**src/rtl/mem_wb_skid_reg.sv**
```systemverilog
// MEM->WB pipeline register with a one-entry skid buffer so that in_ready is a
// pure register output and full throughput is kept while out_ready stays high.
module mem_wb_skid_reg #(
    parameter int DATA_W = 32,
    parameter int DEST_W = 4
) (
    input  logic              clk,
    input  logic              rst_n,
    input  logic              flush,
    input  logic              in_valid,
    output logic              in_ready,
    input  logic              in_wb_en,
    input  logic              in_mem_r_en,
    input  logic [DEST_W-1:0] in_dest,
    input  logic [DATA_W-1:0] in_alu_res,
    input  logic [DATA_W-1:0] in_mem_res,
    output logic              out_valid,
    input  logic              out_ready,
    output logic              out_wb_en,
    output logic [DEST_W-1:0] out_dest,
    output logic [DATA_W-1:0] out_wb_data,
    output logic [1:0]        occ
);

    logic              r_main_valid;
    logic              r_main_wb_en;
    logic [DEST_W-1:0] r_main_dest;
    logic [DATA_W-1:0] r_main_data;

    logic              r_skid_valid;
    logic              r_skid_wb_en;
    logic [DEST_W-1:0] r_skid_dest;
    logic [DATA_W-1:0] r_skid_data;

    logic              w_in_fire;
    logic              w_main_free;
    logic [DATA_W-1:0] w_in_data;

    // SKID only fills while MAIN is held, so SKID.valid alone means "full".
    assign w_in_fire   = in_valid & ~r_skid_valid;
    assign w_main_free = ~r_main_valid | out_ready;
    assign w_in_data   = in_mem_r_en ? in_mem_res : in_alu_res;

    always_ff @(posedge clk or negedge rst_n) begin
        if (!rst_n) begin
            r_main_valid <= 1'b0;
            r_main_wb_en <= 1'b0;
            r_main_dest  <= '0;
            r_main_data  <= '0;
            r_skid_valid <= 1'b0;
            r_skid_wb_en <= 1'b0;
            r_skid_dest  <= '0;
            r_skid_data  <= '0;
        end else if (flush) begin
            // Only the valid bits are dropped; payload registers keep their contents.
            r_main_valid <= 1'b0;
            r_skid_valid <= 1'b0;
        end else if (w_main_free) begin
            if (r_skid_valid) begin
                r_main_valid <= 1'b1;
                r_main_wb_en <= r_skid_wb_en;
                r_main_dest  <= r_skid_dest;
                r_main_data  <= r_skid_data;
                r_skid_valid <= 1'b0;
            end else if (w_in_fire) begin
                r_main_valid <= 1'b1;
                r_main_wb_en <= in_wb_en;
                r_main_dest  <= in_dest;
                r_main_data  <= w_in_data;
            end else begin
                r_main_valid <= 1'b0;
            end
        end else if (w_in_fire) begin
            r_skid_valid <= 1'b1;
            r_skid_wb_en <= in_wb_en;
            r_skid_dest  <= in_dest;
            r_skid_data  <= w_in_data;
        end
    end

    assign in_ready    = ~r_skid_valid;
    assign out_valid   = r_main_valid;
    assign out_wb_en   = r_main_wb_en & r_main_valid;
    assign out_dest    = r_main_dest;
    assign out_wb_data = r_main_data;
    assign occ         = {1'b0, r_main_valid} + {1'b0, r_skid_valid};

endmodule

```
**config.mk**
```make
export PLATFORM = sky130hd
export DESIGN_NAME = mem_wb_skid_reg
export DESIGN_NICKNAME = d
export VERILOG_FILES = /design/src/rtl/mem_wb_skid_reg.sv
export SDC_FILE = /design/constraint.sdc
export NUM_CORES = 1
export LEC_CHECK = 0
export ABC_AREA = 1
export CORE_MARGIN = 1.5
export CORE_UTILIZATION = 46
export CTS_CLUSTER_DIAMETER = 40
export CTS_CLUSTER_SIZE = 24
export DETAILED_ROUTE_END_ITERATION = 8
export PLACE_DENSITY = 0.78
export SYNTH_ARGS = -nofsm -noshare
export SYNTH_HDL_FRONTEND = slang
export SYNTH_SLANG_ARGS = --single-unit
```
**constraint.sdc**
```tcl
create_clock -name clk -period 3.05 [get_ports clk]
set_clock_uncertainty 0.15 [all_clocks]
set_input_delay 0.915 -clock clk [delete_from_list [all_inputs] [get_ports clk]]
set_output_delay 0.915 -clock clk [all_outputs]
set_load 0.03 [all_outputs]
```
* Word level (Yosys, flattened, before mapping) *
Index checks and enable logic that the tools add are counted.

word-level totals
  register bits = 76
  input bits = 75
  output and inout port bits = 41
  logic and storage cells = 35

operators by class
  $add $sub $neg = 1
  muxes and demuxes = 14
  bitwise gates (word level) = 7
  reductions and logical operators = 5

operators by type and width
  cell                  number
  two-way mux 32 bit    3
  two-way mux 1 bit     9
  two-way mux 4 bit     2
  AND reduction 3 bit   2
  NOT 1 bit             4
  nonzero test 2 bit    2
  nonzero test 3 bit    1
  adder 1 x 1 -> 2 bit  1
  bitwise AND 1 bit     2
  bitwise OR 1 bit      1

* Longest topological paths before layout *
  depth after elaboration = 6
  gate-level depth with buffers = 8

* Least setup slack after synthesis *
No wires, ideal clock.

  path kind = reg-to-output
  start = reg r_main_valid (netlist: out_valid)
  end = out occ[0]
  data arrival time = 0.992 ns
  required time = 1.985 ns
  slack = 0.993 ns
  stages on the path, launching flop included = 2
  path buffers = 0
  path through = dfrtp_1 > ha_1

between the ends
  cells in the longest elaborated chain, start to end = 1

RTL lines
  element                   RTL line  text
  start: declaration        25        logic r_main_valid;
  start signal: assignment  46        r_main_valid <= 1'b0;
  start signal: assignment  56        r_main_valid <= 1'b0;
  start signal: assignment  60        r_main_valid <= 1'b1;
  adder 1 x 1 -> 2 bit      86        assign occ = {1'b0, r_main_valid} + {1'b0, r_skid_valid};
  end: declaration          22        output logic [1:0] occ

No other way between the ends.

* Worst setup path after layout *
  start = reg r_skid_valid
  end = out in_ready

between the ends
  cells in the longest elaborated chain, start to end = 1

RTL lines
  element                   RTL line  text
  start: declaration        30        logic r_skid_valid;
  start signal: assignment  50        r_skid_valid <= 1'b0;
  start signal: assignment  57        r_skid_valid <= 1'b0;
  start signal: assignment  64        r_skid_valid <= 1'b0;
  NOT 1 bit                 81        assign in_ready = ~r_skid_valid;
  end: declaration          11        output logic in_ready,

No other way between the ends.

==> key figures <==
STA
  – Setup violations, final: 0
  – Minimum hold slack: 0.328 ns
  – Unrepaired setup endpoints after global routing: no
  – Final worst-path cycle share: 90.9%
  – Slew margin rel.: 56.5%
  – Final hold violation count: 0
  – Measured slew at the worst slew-check pin: 0.652 ns
  – Fin. max-slew vios: 0
  – Fin worst setup slack: 0.277 ns
  – Total negative slack: 0 ns
  – F_max: 0.361 GHz
  – Final min period: 2.77 ns

Critical path
  – Critical-path maximum fanout: 18
  – Worst path top cell family by delay: buffers and inverters
  – Slowest cell on crit path: clkdlybuf4s50_1
  – Critical-path cell list: buf_4 -> inv_2 -> clkdlybuf4s50_1
  – WS Path Type: reg -> out
  – CP max stage delay: 0.66 ns
  – Arr. time, crit path: 1.71 ns
  – Critical path capture point type: output pin
  – Crit path required time: 1.98 ns
  – CP Launch Type: flip-flop
  – Worst path buffer plus inverter count: 3

Layout
  – Commonest non-fill, non-tap cell in the layout: nand2_1
  – Area growth syn-to-layout: 34.5%
  – Fin nets: 756
  – Commonest cells after routing, fill and taps aside: nand2_1, clkdlybuf4s50_1, dfrtp_1, inv_1, o21ai_0
  – Diode count: 0
  – Post-route cell area: 5370 um2
  – Layout fillers: 716
  – Share of cells above drive strength 1: 5.12%

Clock network
  – CTS Buf Count: 9
  – Clk_lat worst skew: 0.33 ns
  – Clock transition at path regs: 0.07 ns
  – Hold-fix buffers at CTS: 0
  – H-tree level count: 3
  – Post-CTS Setup Repair Bufs: 0
  – Root Driver: clkbuf_8
  – Max clock buf depth: 2
  – Clk sink count: 76
  – Cts repair resizes: 0
  – CTS tree: done

Die
  – Initial Utilization: 48.1%
  – CORE AREA: 8300 um2
  – Num ports: 116
  – Die span in y: 96.2 um
  – Num rows: 33
  – Die Span X: 96.2 um
  – Die ar.: 9250 um2

Route
  – DRT Pass-1 Iters: 4
  – Via-to-Cell Ratio: 4.72
  – Post-DRT Antenna Nets: 0
  – Total Routed Length: 9.61 mm
  – Via count: 3725
  – Drt initial violations: 181
  – Drt wl/cell: 12.2 um
  – Remaining DRCs: 0

Placed design
  – IO Port Bufs: 115
  – Dpl hpwl: 6.71 mm
  – Gpl congestion: 0.786
  – Area post-placement: 5160 um2
  – Setup WS pre-CTS: 0.383 ns

Yosys
  – Syn_area_per_cell: 6.96 um2
  – Yosys cell types: 18
  – Cells after Synth: 574
  – Sequential element share of the synthesized area: 47.6%
  – YS warnings: 0
  – Mapped Area: 3990 um2
  – Synth Register Bits: 76
  – Synthesized net count: 650

Global route
  – Antenna violations before repair: 0
  – GRT Util Overall: 22.1%
  – Largest net degree at the start of global routing: 74
  – Vias in the first global route: 3451
  – Global-route wire length before repair: 15.8 mm
  – GRT Residual Overflow: 0

Pwr
  – Max VDD drop: 0.323 mV
  – PD cells: 558 nW/um2
  – Leakage: 2.99 nW

Run status
  – Status: finished clean

Flow run
  – Max-Cap Viols: 0

Hold path
  – Worst min path class: reg -> reg
==> worst min-delay path, cell delays in order, from the launching register on <==
cell	delay, ns
dfrtp_1	0.35
nand2_1	0.05
nand2_1	0.05
==> kinds of logic (layout without fill, tap and decap cells) <==
logic type | count (synthesis) | in the layout | share of synthesized area (%)
adder cells (fa/ha/maj) | 1 | 1 | 0.313
flip-flops | 76 | 76 | 47.6
AND/OR/NAND/NOR | 347 | 347 | 34.9
buffers and inverters | 104 | 214 | 11.4
AO/OA/AOI/OAI | 46 | 46 | 5.76
==> worst paths after layout <==
check	from	to	depth (start not counted)	slack (ns)
setup / recovery	r_skid_valid	in_ready	3	0.28
hold / removal	r_skid_dest[2]	r_skid_dest[2]	2	0.33
setup reg to reg	r_skid_valid	out_wb_data[18]	7	1.17
hold reg to reg	r_skid_dest[2]	r_skid_dest[2]	2	0.33
max in group asynchronous	rst_n	r_skid_data[1]	2	1.68
min in group asynchronous	rst_n	r_skid_data[3]	1	0.40
==> power by group <==
group	leakage (nW)	internal (W)	total [W]	switching, W
registers	0.947	0.00123	0.00136	0.000129
clock network	0.102	0.000454	0.000802	0.000348
logic	1.94	0.000370	0.000839	0.000469
total	2.99	0.00205	0.00300	0.000945
==> Yosys cell counts, drive strengths merged <==
master  number  area share [%]
ha           1            0.31
inv         75             7.0
buf         23             3.8
clkbuf       6            0.60
dfrtp       76              48
nand2      308              29
nor2         5             1.2
o21ai       46             5.8
or2          1            0.16
nand3       33             4.1
==> layout make-up <==
cell class              instances  area [um2]  area share, %
inverters                      75         282           5.24
clock buffers                  10         128           2.38
clock inverters                 5        77.6           1.44
repair buffers                124        1210           22.6
flip-flops and latches         76        1900           35.4
well taps                     105         131           2.45
multi-input cells             394        1640           30.5
==> through the flow <==
stage	utilization, %	std cells	total power [W]
2_1_floorplan	-	574	0.00183
3_3_place_gp	62.2	774	0.00219
3_5_place_dp	62.2	774	0.00222
4_1_cts	64.7	789	0.00303
5_1_grt	64.7	789	0.00318
6_report	64.7	789	0.00300
==> sequential cells by signal (all words and copies together) (netlist names) <==
register,count
out_wb_data,32
r_skid_valid,1
r_skid_wb_en,1
out_valid,1
r_main_wb_en,1
r_skid_data,32
out_dest,4
r_skid_dest,4
==> routing by layer <==
metal | track usage (%) | wire, um | vias to the layer above
li1 | - | - | 1919
met1 | 28.0 | 4150 | 1699
met2 | 38.8 | 4880 | 105
met3 | 4.50 | 537 | 2
met4 | 4.90 | 41 | 0
met5 | 0 | 0 | -
Note: power is estimated with default switching activity, not from simulation.
